**src/rtl/serial_add_ctrl.sv**
```systemverilog
// Bit-serial adder controller: adds two WIDTH-bit operands LSB first through one
// full adder, one bit per clock, and presents a registered sum with carry out.
module serial_add_ctrl #(
    parameter int WIDTH = 8
) (
    input  logic             clk,
    input  logic             rst_n,
    input  logic             start,
    input  logic [WIDTH-1:0] a,
    input  logic [WIDTH-1:0] b,
    output logic             busy,
    output logic             done,
    output logic [WIDTH-1:0] sum,
    output logic             carry_out
);

    localparam int CNT_W = $clog2(WIDTH);

    typedef enum logic [1:0] {
        IDLE  = 2'd0,
        SHIFT = 2'd1,
        DONE  = 2'd2
    } state_t;

    state_t             state_q, state_d;
    logic [WIDTH-1:0]   a_q, a_d;
    logic [WIDTH-1:0]   b_q, b_d;
    logic [WIDTH-1:0]   res_q, res_d;
    logic [WIDTH-1:0]   sum_q, sum_d;
    logic [CNT_W-1:0]   cnt_q, cnt_d;
    logic               c_q, c_d;
    logic               cout_q, cout_d;
    logic               last_bit;

    // Returns {carry, sum} of a single half adder.
    function automatic logic [1:0] half_add(input logic x, input logic y);
        return {x & y, x ^ y};
    endfunction

    logic [1:0] ha0, ha1;
    logic       fa_s, fa_c;

    // The single full adder: two half-adder stages joined by an OR on the carries.
    always_comb begin
        ha0  = half_add(a_q[0], b_q[0]);
        ha1  = half_add(ha0[0], c_q);
        fa_s = ha1[0];
        fa_c = ha0[1] | ha1[1];
    end

    assign last_bit = (cnt_q == CNT_W'(WIDTH - 1));

    always_ff @(posedge clk) begin
        if (!rst_n) begin
            state_q <= IDLE;
            c_q     <= 1'b0;
            cnt_q   <= '0;
            sum_q   <= '0;
            cout_q  <= 1'b0;
        end else begin
            state_q <= state_d;
            c_q     <= c_d;
            cnt_q   <= cnt_d;
            sum_q   <= sum_d;
            cout_q  <= cout_d;
        end
    end

    // Operand and partial-result shifters carry no control meaning, so they are not reset.
    always_ff @(posedge clk) begin
        a_q   <= a_d;
        b_q   <= b_d;
        res_q <= res_d;
    end

    always_comb begin
        state_d = state_q;
        case (state_q)
            IDLE:    if (start) state_d = SHIFT;
            SHIFT:   if (last_bit) state_d = DONE;
            DONE:    state_d = IDLE;
            default: state_d = IDLE;
        endcase
    end

    always_comb begin
        a_d    = a_q;
        b_d    = b_q;
        res_d  = res_q;
        c_d    = c_q;
        cnt_d  = cnt_q;
        sum_d  = sum_q;
        cout_d = cout_q;
        case (state_q)
            IDLE: begin
                if (start) begin
                    a_d   = a;
                    b_d   = b;
                    c_d   = 1'b0;
                    cnt_d = '0;
                end
            end
            SHIFT: begin
                a_d   = a_q >> 1;
                b_d   = b_q >> 1;
                res_d = {fa_s, res_q[WIDTH-1:1]};
                c_d   = fa_c;
                cnt_d = cnt_q + CNT_W'(1);
                // Publish only the finished word so sum never shows partial bits.
                if (last_bit) begin
                    sum_d  = {fa_s, res_q[WIDTH-1:1]};
                    cout_d = fa_c;
                end
            end
            default: ;
        endcase
    end

    always_comb begin
        busy = (state_q == SHIFT);
        done = (state_q == DONE);
    end

    assign sum       = sum_q;
    assign carry_out = cout_q;

endmodule

```
**config.mk**
```make
export PLATFORM = sky130hd
export DESIGN_NAME = serial_add_ctrl
export DESIGN_NICKNAME = d
export VERILOG_FILES = /design/src/rtl/serial_add_ctrl.sv
export SDC_FILE = /design/constraint.sdc
export NUM_CORES = 1
export LEC_CHECK = 0
export ABC_AREA = 1
export BUFFER_PORTS_ARGS = -buffer_cell sky130_fd_sc_hd__buf_4
export CAP_MARGIN = 20
export CORE_MARGIN = 4
export CORE_UTILIZATION = 45
export CTS_CLUSTER_SIZE = 20
export DETAILED_ROUTE_END_ITERATION = 16
export PLACE_DENSITY = 0.72
export SLEW_MARGIN = 10
export SYNTH_ARGS = -nofsm -noshare
export SYNTH_HDL_FRONTEND = slang
export SYNTH_SLANG_ARGS = --single-unit
```
**constraint.sdc**
```tcl
create_clock -name clk -period 1.23 [get_ports clk]
set_input_delay 0.0615 -clock clk [delete_from_list [all_inputs] [get_ports clk]]
set_output_delay 0.0615 -clock clk [all_outputs]
set_load 0.01 [all_outputs]
```
; Word-level counts from Yosys, hierarchy flattened
; Index checks and enable logic that the tools add are counted.
[totals]
register_bits = 39
output_inout_bits = 11
wordCells = 35
[classes]
n_addsub = 1
n_eq_ne = 5
muxes = 11
n_bitwise = 5
n_reduce_logical = 5
[op_table]
columns = op, n
row1 = one-hot mux 8 bit (2 select lines), 2
row2 = two-way mux 8 bit, 2
row3 = one-hot mux 3 bit (2 select lines), 1
row4 = AND reduction 2 bit, 3
row5 = two-way mux 2 bit, 2
row6 = one-hot mux 2 bit (2 select lines), 1
row7 = "adder 3 x 1 -> 3 bit, second input constant", 1
row8 = "== test 3 bit, second input constant", 1
row9 = two-way mux 3 bit, 1
row10 = AND 1 bit, 2
row11 = "== test 2 x 1 -> 1 bit, second input constant", 1
row12 = "== test 2 bit, second input constant", 1
row13 = zero test 2 bit, 1
row14 = "inequality test 2 x 1 -> 1 bit, second input constant", 1
row15 = "inequality test 2 bit, second input constant", 1
row16 = one-hot mux 1 bit (2 select lines), 1
row17 = nonzero test 2 bit, 1
row18 = XOR 1 bit, 2
row19 = two-way mux 1 bit, 1
row20 = OR 1 bit, 1

; Longest topological paths before layout
; Gate-level depths: netlist of run 1.
[depth]
word_depth = 4
depth_mapped = 7
depth_no_buf = 6

; Worst setup path after synthesis of run 1
; Ideal clock, no wire load.
[synth_path]
kind = reg2reg
startpoint = register state_q[1]
endpoint = register a_q[0] (enable)
setup_ps = 364
arrival_ps = 952
setup_slack_ps = -86
path_stages_with_launch = 4
synth_period_minus_slack_ps = 1316
cell_sequence = dfxtp_1 inv_1 o21ai_0 inv_1
[synth_via]
elab_chain_len = 3
[synth_lines]
columns = item, line_no
row1 = "start, declared", 25  ; state_t state_q, state_d;
row2 = "start signal, assigned", 61  ; state_q <= state_d;
row3 = == test 2 x 1 -> 1 bit / zero test 2 bit (equally long branches), 94  ; case (state_q)
row4 = nonzero test 2 bit (no line) / inequality test 2 bit (equally long branches), --
row5 = AND reduction 2 bit (no line) (*), --
row6 = "end signal, assigned", 71  ; a_q <= a_d;
row7 = "end, declared", 26  ; logic [WIDTH-1:0] a_q, a_d;
; Mark *: on every way between the ends. The rest lies on a longest branch, timed or not.
; A chain may end at the register's enable or synchronous reset.

; Worst setup path in the final report of run 1
[layout_path]
startpoint = register state_q[1]
endpoint = output busy
[layout_via]
elab_chain_len = 1
[layout_lines]
columns = item, line_no
row1 = == test 2 x 1 -> 1 bit, 120  ; busy = (state_q == SHIFT);
row2 = "end, declared", 11  ; output logic busy,
; Every way passes these cells.

==> flow_metrics.tcl, run 1 <==
set metrics [dict create \
    cp_slowest_cell "dfxtp_2" \
    grt_pass1_vias 1201 \
    rsz0062_at_grt "true" \
    powerDensity_mw_per_mm2 1105 \
    path_cells "inv_4 -> nand2_4 -> clkinv_4 -> buf_12 -> buf_6" \
    critical_path_arrival_ns 1.13 \
    grt_max_degree 18 \
    drive_above_1_share_pct 26.79 \
    grt.total_usage_pct 15.93 \
    vdd_drop_max_mv 0.6414 \
    clkPwrFrac_pct 24.9 \
    synth-adder-area-share_pct 2.908 \
    totalWireLength_mm 3.155 \
    max_stage_delay_ns 0.36 \
    yosysTopAreaCellShare_pct 44.59 \
    grt_first_pass_wirelength_mm 5.188 \
    final_nets 245 \
    io_pins 30 \
    synthMuxAreaShare_pct 0 \
    synth_top_family_by_area "simple AND/OR/NAND/NOR gates" \
    worstPathRequired_ns 1.17 \
    placed_area_mm2 0.001856 \
    power_leakage_nw 0.9936 \
    gr-total-overflow 0 \
    synth_warnings 0 \
    pwr-share-seq_pct 62.3 \
    die_y_um 66.67 \
    final_core_util_pct 65.02 \
    synth-compound-area-share_pct 1.939 \
    antenna_found_initial 0 \
    syn-num-nets 185 \
    layout_commonest_cell "nand2_1" \
    drc_errors 0 \
    power_switching_w 0.0005506 \
    crit_fanout 8 \
    sw_frac_of_total_pct 22.96 \
    clk_transition_reported_paths_ns 0.09 \
    synth_area_per_cell_um2 9.503 \
    synth_xor_area_share_pct 0 \
    cts_sinks 38 \
    internal_power_w 0.001848 \
    syn_to_final_growth_pct 40.06 \
    gp_congestion 0.7594 \
    hp-class "in -> reg" \
    die_area_mm2 0.004445 \
    layout_common_cells "nand2_1, buf_4, edfxtp_1" \
    cp-end-kind "output port" \
    setup_viol 0 \
    worstMarginPinSlew_ns 0.3119 \
    path_class "reg -> out" \
    final_area_mm2 0.002170 \
    critPathLaunchType "flip-flop" \
    min_period_ns 1.192 \
    drt-initial-drc-count 84 \
    synth.cell_area_mm2 0.001549 \
    wl_per_cell_um 11.69 \
    synthSimpleGateAreaFrac_pct 24.72 \
    start_util_pct 46.42 \
    synth.distinct_cells 17 \
    run_status "completed" \
    coreArea_mm2 0.003337 \
    slew_violations 0 \
    cts-root-buf "clkbuf_4" \
    cts_buffers 5 \
    drt-pass1-iter-count 4 \
    io_buffers 29 \
    worstSkewPairLatency_ns 0.34 \
    tritoncts "yes" \
    die_x_um 66.67 \
    yosys.area.top_type "edfxtp_1" \
    synth_area_leaders "edfxtp_1, dfxtp_1, nand2_1" \
    diodes 0 \
    dr_total_vias 1247 \
    max_cap_violations 0 \
    ys_ff_latch 38 \
    clk_path_buf_depth 2 \
    hold_viol_final 0 \
    hpwl_mm 1.937 \
    relSlewSlack_pct 78.99 \
    synth.yosys.seq_area_share_pct 63.97 \
    finalCritPeriodShare_pct 96.92 \
    fmax_mhz 838.9 \
    rows 21 \
    cts_max_level 2 \
    p_comb_share_pct 12.8 \
    vias_per_cell 4.619 \
    final_antenna_net_count 0 \
    netlist_instances 163 \
    fin_worst_skew_ns 0.01311 \
]
==> metrics by stage <==
stage	setup slack, ns	total power, W	setup TNS, ns	hold WS [ns]	instances
4_1_cts	0.003402	0.002403	0	0.002593	264
5_1_grt	-0.02979	0.002525	-0.02979	0.01355	270
2_1_floorplan	0.03730	0.001644	0	0.2085	163
3_3_place_gp	0.04759	0.001749	0	0.3314	239
6_report	0.03791	0.002398	0	0.02011	270
3_5_place_dp	-0.02283	0.001763	-0.05044	0.3369	239
==> state kept, by name, summed over array words and instances, names as in the netlist <==
register   cells
res_q          7
cnt_q          3
b_q            8
sum            8
state_q        2
a_q            8
carry_out      1
c_q            1
==> critical path: cells and delay by family, from the launching register on <==
kind          cells  cell delay (ns)
buf+inv           4             0.37
flops             1             0.36
simple gates      1             0.06
==> cell usage after synthesis (all sizes together) <==
master	number
edfxtp	23
a21oi	4
inv	15
nand3	5
clkbuf	1
dfxtp	15
o21ai	2
nor2	23
ha	2
nand2	67
buf	4
fa	1
clkinv	1
==> layer usage <==
layer / vias to the layer above / wire length [um] / share of wire (%) / track usage [%]
met2: 33 / 1673 / 53 / 28.22
met5: - / 0 / 0 / 0
li1: 636 / - / - / -
met3: 3 / 182 / 5.8 / 4.384
met1: 575 / 1262 / 40 / 17.37
met4: 0 / 36 / 1.1 / 7.614
==> timing repair <==
| action | CTS | global route |
|---|---|---|
| cloned | 1 | 1 |
| hold endpoints to repair | 16 | 0 |
| pin swaps | 1 | 1 |
| buffers inserted | 0 | 5 |
| hold buffers | 16 | 0 |
| endpoints found under the setup margin | 10 | 11 |
| gates resized for setup | 7 | 8 |
==> cell type report <==
class | instances | area [um^2]
Tap cell | 46 | 57.56
Inverter | 16 | 67.56
Sequential cell | 38 | 996.0
Multi-Input combinational cell | 106 | 510.5
Clock buffer | 8 | 48.80
Timing Repair Buffer | 56 | 489.2
Fill cell | 272 | 1167
==> power groups by stage <==
stage / Clock, W / Combinational [W] / Sequential [W]
CTS: 0.000622 / 0.000288 / 0.00149
global placement: 0 / 0.000232 / 0.00152
detailed placement: 0 / 0.000241 / 0.00152
finish: 0.000597 / 0.000307 / 0.00149
floorplan: 0 / 0.000132 / 0.00151
global route: 0.000677 / 0.000343 / 0.00151
==> worst paths after layout <==
check	start	end	slack [ns]	cells past startpoint
max	state_q[1]	busy	0.04	5
min reg2reg	res_q[2]	res_q[1]	0.47	0
max reg2reg	a_q[0]	res_q[7]	0.05	1
min	rst_n	sum[7]	0.02	3
==> cells by family after synthesis <==
| group | Yosys count |
|---|---|
| AO/OA/AOI/OAI | 6 |
| adder cells (fa/ha/maj) | 3 |
| buffers and inverters | 21 |
| flip-flops | 38 |
| AND/OR/NAND/NOR | 95 |
Note: power is estimated with default switching activity, not from simulation.
==> run 2: changes to the inputs <==
Settings changed: BUFFER_PORTS_ARGS -buffer_cell sky130_fd_sc_hd__buf_4 to -buffer_cell sky130_fd_sc_hd__buf_2, CAP_MARGIN 20 to unset, CORE_ASPECT_RATIO set to 1.5.
==> flow_metrics.tcl, run 2 (same netlist as run 1, synthesis figures left out) <==
set metrics [dict create \
    layout_common_cells "nand2_1, buf_2, edfxtp_1" \
    path_cells "fa_1" \
    grt_pass1_vias 1205 \
    cp.buffers_inverters 0 \
    hpwl_mm 1.986 \
    grt_first_pass_wirelength_mm 5.285 \
    start_util_pct 48.08 \
    antenna_found_initial 0 \
    coreArea_mm2 0.003222 \
    worstSkewPairLatency_ns 0.29 \
    vdd_drop_max_mv 0.9153 \
    seq_area_um2 996.0 \
    max_stage_delay_ns 0.51 \
    io_pins 30 \
    final_core_util_pct 61.55 \
    power_leakage_nw 0.9399 \
    syn_to_final_growth_pct 28.03 \
    die_y_um 79.86 \
    crit_path_start "b_q[0]" \
    worstPathRequired_ns 1.25 \
    cp-end-kind "flip-flop" \
    path_class "reg -> reg" \
    gr-total-overflow 0 \
    clk_path_buf_depth 2 \
    final_nets 231 \
    relSlewSlack_pct 78.71 \
    tritoncts "yes" \
    cts_sinks 38 \
    cts_buffers 5 \
    grt_max_degree 24 \
    hold_viol_final 0 \
    fmax_mhz 844.2 \
    worstMarginPinSlew_ns 0.3160 \
    drt-pass1-iter-count 4 \
    run_status "completed" \
    finalCritPeriodShare_pct 96.31 \
    drc_errors 0 \
    wl_per_cell_um 12.81 \
    fillers 268 \
    cp_slowest_cell "fa_1" \
    rr_startpoint "b_q[0]" \
    min_period_ns 1.185 \
    fin_worst_skew_ns 0.004940 \
    totalWireLength_mm 3.203 \
    slew_violations 0 \
    die_x_um 55.91 \
    powerDensity_mw_per_mm2 1286 \
    vias_per_cell 4.732 \
    multi_input_area_um2 513.0 \
    setup_viol 0 \
    cts_max_level 2 \
    rsz0062_at_grt "true" \
    crit_fanout 2 \
    diodes 0 \
    whs_ns 0.03632 \
    dr_total_vias 1183 \
    critPathLaunchType "flip-flop" \
    gp_congestion 0.7133 \
    max_cap_violations 0 \
    cp_top_family "adder cells" \
    layout_commonest_cell "nand2_1" \
    drive_above_1_share_pct 29.52 \
    grt.total_usage_pct 15.55 \
    drt-initial-drc-count 33 \
    cts-root-buf "clkbuf_8" \
    finalPower_w 0.002551 \
    ctsHoldBuffers 0 \
    io_buffers 29 \
    critical_path_arrival_ns 1.21 \
    holdCritStartpoint "start" \
    rows 25 \
    die_area_mm2 0.004464 \
    hp-class "in -> reg" \
    final_antenna_net_count 0 \
    clk_transition_reported_paths_ns 0.07 \
]
## run 2: changes by cell type in the layout (fill, tap and decap cells not counted), sizes merged
cell and change:
clkinv +1, inv +1, nand3 +1, dlygate4sd3 -16
clkbuf -1
## run 2: area by class of cell
cell class                 count  area share [%]
clock inverter                 2          0.4416
inverter                      16           3.281
timing repair buffer          41           14.01
tap                           40           2.524
sequential                    38           50.22
clock buffer                   6           3.659
multi-input combinational    107           25.87
## run 2: what timing repair did
item,4_1_cts,5_1_grt
endpoints found under the hold margin,0,0
setup endpoints to repair,10,9
pin swaps,1,4
buffers inserted,0,5
cloned,1,3
gates resized for setup,5,7
## run 2: through the flow
step,cells,area [um^2],setup TNS [ns],setup slack (ns)
6_report,250,1983,0,0.04544
2_1_floorplan,163,1549,0,0.03730
3_5_place_dp,233,1775,-0.1563,-0.04092
5_1_grt,250,1983,-0.05677,-0.04884
3_3_place_gp,233,1775,0,0.05187
4_1_cts,242,1888,0,0.001326
## run 2: worst paths after layout
kind | cells past startpoint | slack [ns] | to
max | 1 | 0.05 | res_q[7]
min | 3 | 0.04 | state_q[0]
max reg2reg | 1 | 0.05 | res_q[7]
min reg2reg | 0 | 0.46 | res_q[2]
## run 2: per-layer routing
| metal | GRT usage, % | vias up | routed length (um) |
|---|---|---|---|
| li1 | - | 607 | - |
| met1 | 16.05 | 525 | 1208 |
| met2 | 27.84 | 37 | 1711 |
| met3 | 4.045 | 14 | 184 |
| met4 | 9.501 | 0 | 98 |
| met5 | 0 | - | 0 |
## run 2: worst min-delay path, cell delays in order
cell and delay, ns:
buf_2 0.11, nand2_1 0.05, a21oi_1 0.05
## run 2: report_power, final
group / total (W) / internal (W) / switching (W)
clock: 0.000797 / 0.000389 / 0.000408
sequential: 0.00149 / 0.00146 / 0.0000347
combinational: 0.000260 / 0.000120 / 0.000139
total: 0.00255 / 0.00197 / 0.000581
==> run 3: changes to the inputs <==
Clock period 1.23 ns to 1 ns, I/O delays scaled along.
==> flow_metrics.tcl, run 3 (same netlist as run 1, synthesis figures left out) <==
set metrics [dict create \
    grt_first_pass_wirelength_mm 5.837 \
    violations "setup timing" \
    cp-end-kind "output port" \
    powerDensity_mw_per_mm2 1586 \
    rsz0062_at_grt "true" \
    rr_worst_depth 6 \
    max_stage_delay_ns 0.38 \
    crit_cells 5 \
    grt_util_met3_pct 6.149 \
    hold_viol_final 0 \
    use_met1_pct 16.58 \
    syn_to_final_growth_pct 49.43 \
    die_y_um 79.86 \
    diodes 0 \
    ctsHoldBuffers 0 \
    wl_per_cell_um 14.78 \
    r2r_slack_ns -0.14 \
    hpwl_mm 2.104 \
    crit_top_cell "buf_6" \
    io_pins 30 \
    hp-class "in -> reg" \
    final_nets 236 \
    final_antenna_net_count 0 \
    whs_ns 0.02326 \
    critPathLaunchType "flip-flop" \
    finalCritPeriodShare_pct 115.4 \
    dr_total_vias 1261 \
    slew_violations 0 \
    cts-root-buf "clkbuf_8" \
    vias_per_cell 4.945 \
    timing.final.ws_setup_ns -0.1537 \
    run_status "finished with violations" \
    coreArea_mm2 0.003222 \
    clk_transition_reported_paths_ns 0.08 \
    worstSkewPairLatency_ns 0.29 \
    cts_max_level 2 \
    drt-pass1-iter-count 4 \
    path_cells "inv_8 -> nand2_8 -> clkinv_8 -> buf_6 -> buf_6" \
    cp-endpoint "busy" \
    place_ws_ns -0.1527 \
    max_cap_violations 0 \
    cts_buffers 5 \
    drt-initial-drc-count 22 \
    relSlewSlack_pct 82.66 \
    fin_worst_skew_ns 0.01117 \
    cp_top_family "flip-flops" \
    cts_sinks 38 \
    grtUsageMet2_pct 31.75 \
    setup_viol 43 \
    path_class "reg -> out" \
    grt_max_degree 18 \
    start_util_pct 48.08 \
    gr-total-overflow 0 \
    worstPathRequired_ns 0.95 \
    stdcell_count 255 \
    drc_errors 0 \
    critical_path_arrival_ns 1.10 \
    tritoncts "yes" \
    min_period_ns 1.154 \
    rr_startpoint "cnt_q[1]" \
    power_leakage_nw 1.083 \
    tns_ns -2.707 \
    rows 25 \
    vdd_drop_max_mv 0.9672 \
    grt.total_usage_pct 17.20 \
    gr-max-usage-layer "met2" \
    io_buffers 29 \
    layout_common_cells "nand2_1, buf_2, edfxtp_1" \
    r2r-end "sum[3]" \
    finalPower_w 0.003671 \
    crit_path_start "state_q[1]" \
    drive_above_1_share_pct 46.98 \
    layout_commonest_cell "nand2_1" \
    fmax_mhz 866.8 \
    die_x_um 55.91 \
    dp_cells 236 \
    cp_slowest_cell "dfxtp_4" \
    worstMarginPinSlew_ns 0.2598 \
    crit_fanout 4 \
    die_area_mm2 0.004464 \
    clk_path_buf_depth 2 \
    grt_pass1_vias 1302 \
    antenna_found_initial 0 \
    cp.buffers_inverters 4 \
    gp_congestion 0.7742 \
    totalWireLength_mm 3.768 \
]
==> run 3: cell types whose count changed in the layout (fill, tap and decap cells not counted), sizes merged <==
cell / delta
clkbuf: +2
buf: +2
bufinv: +1
==> run 3: worst min-delay path by stage <==
stage                from         end  slack (ns)  depth (start not counted)
finish               a[4]      a_q[4]        0.02                          3
global route         a[4]      a_q[4]        0.02                          3
CTS                  b[1]      b_q[1]       0.009                          3
detailed placement   b[1]      b_q[1]        0.32                          3
global placement     a[2]      a_q[2]        0.32                          3
floorplan           start  state_q[0]        0.19                          2
==> run 3: tightest hold or removal path: stages <==
cell	delay (ns)
buf_2	0.07
nand2_1	0.04
nand2_1	0.05
==> run 3: repair_timing <==
item,CTS,global route
pin swaps,2,8
gates cloned,4,3
setup endpoints to repair,53,56
gates resized for setup,13,47
buffers inserted,3,2
==> run 3: per-stage QoR <==
| stage | utilization, % | cell area (um^2) |
|---|---|---|
| after floorplan | - | 1623 |
| after global placement | 57.71 | 1859 |
| after detailed placement | 57.71 | 1859 |
| after CTS | 65.01 | 2095 |
| after global routing | 71.84 | 2315 |
| final | 71.84 | 2315 |
==> run 3: layout make-up <==
type | count | area, um^2
multi-input cells | 107 | 666.9
inverters | 16 | 82.58
fillers | 238 | 907.1
flip-flops and latches | 38 | 1001
repair inverters | 2 | 27.53
well taps | 40 | 50.05
repair buffers | 44 | 370.4
clock buffers | 7 | 86.33
clock inverters | 1 | 30.03
==> run 3: layer usage <==
layer  vias to the layer above  part of all wire (%)  wire, um
met5                         -                     0         0
met4                         0                   2.7       100
met3                        10                   6.1       230
met2                        45                    57      2150
met1                       586                    34      1287
li1                        620                     -         -
==> run 3: report_power, final <==
| part | switching [W] | internal [W] |
|---|---|---|
| clock network | 0.000513 | 0.000813 |
| logic | 0.000242 | 0.000231 |
| registers | 0.0000756 | 0.00180 |
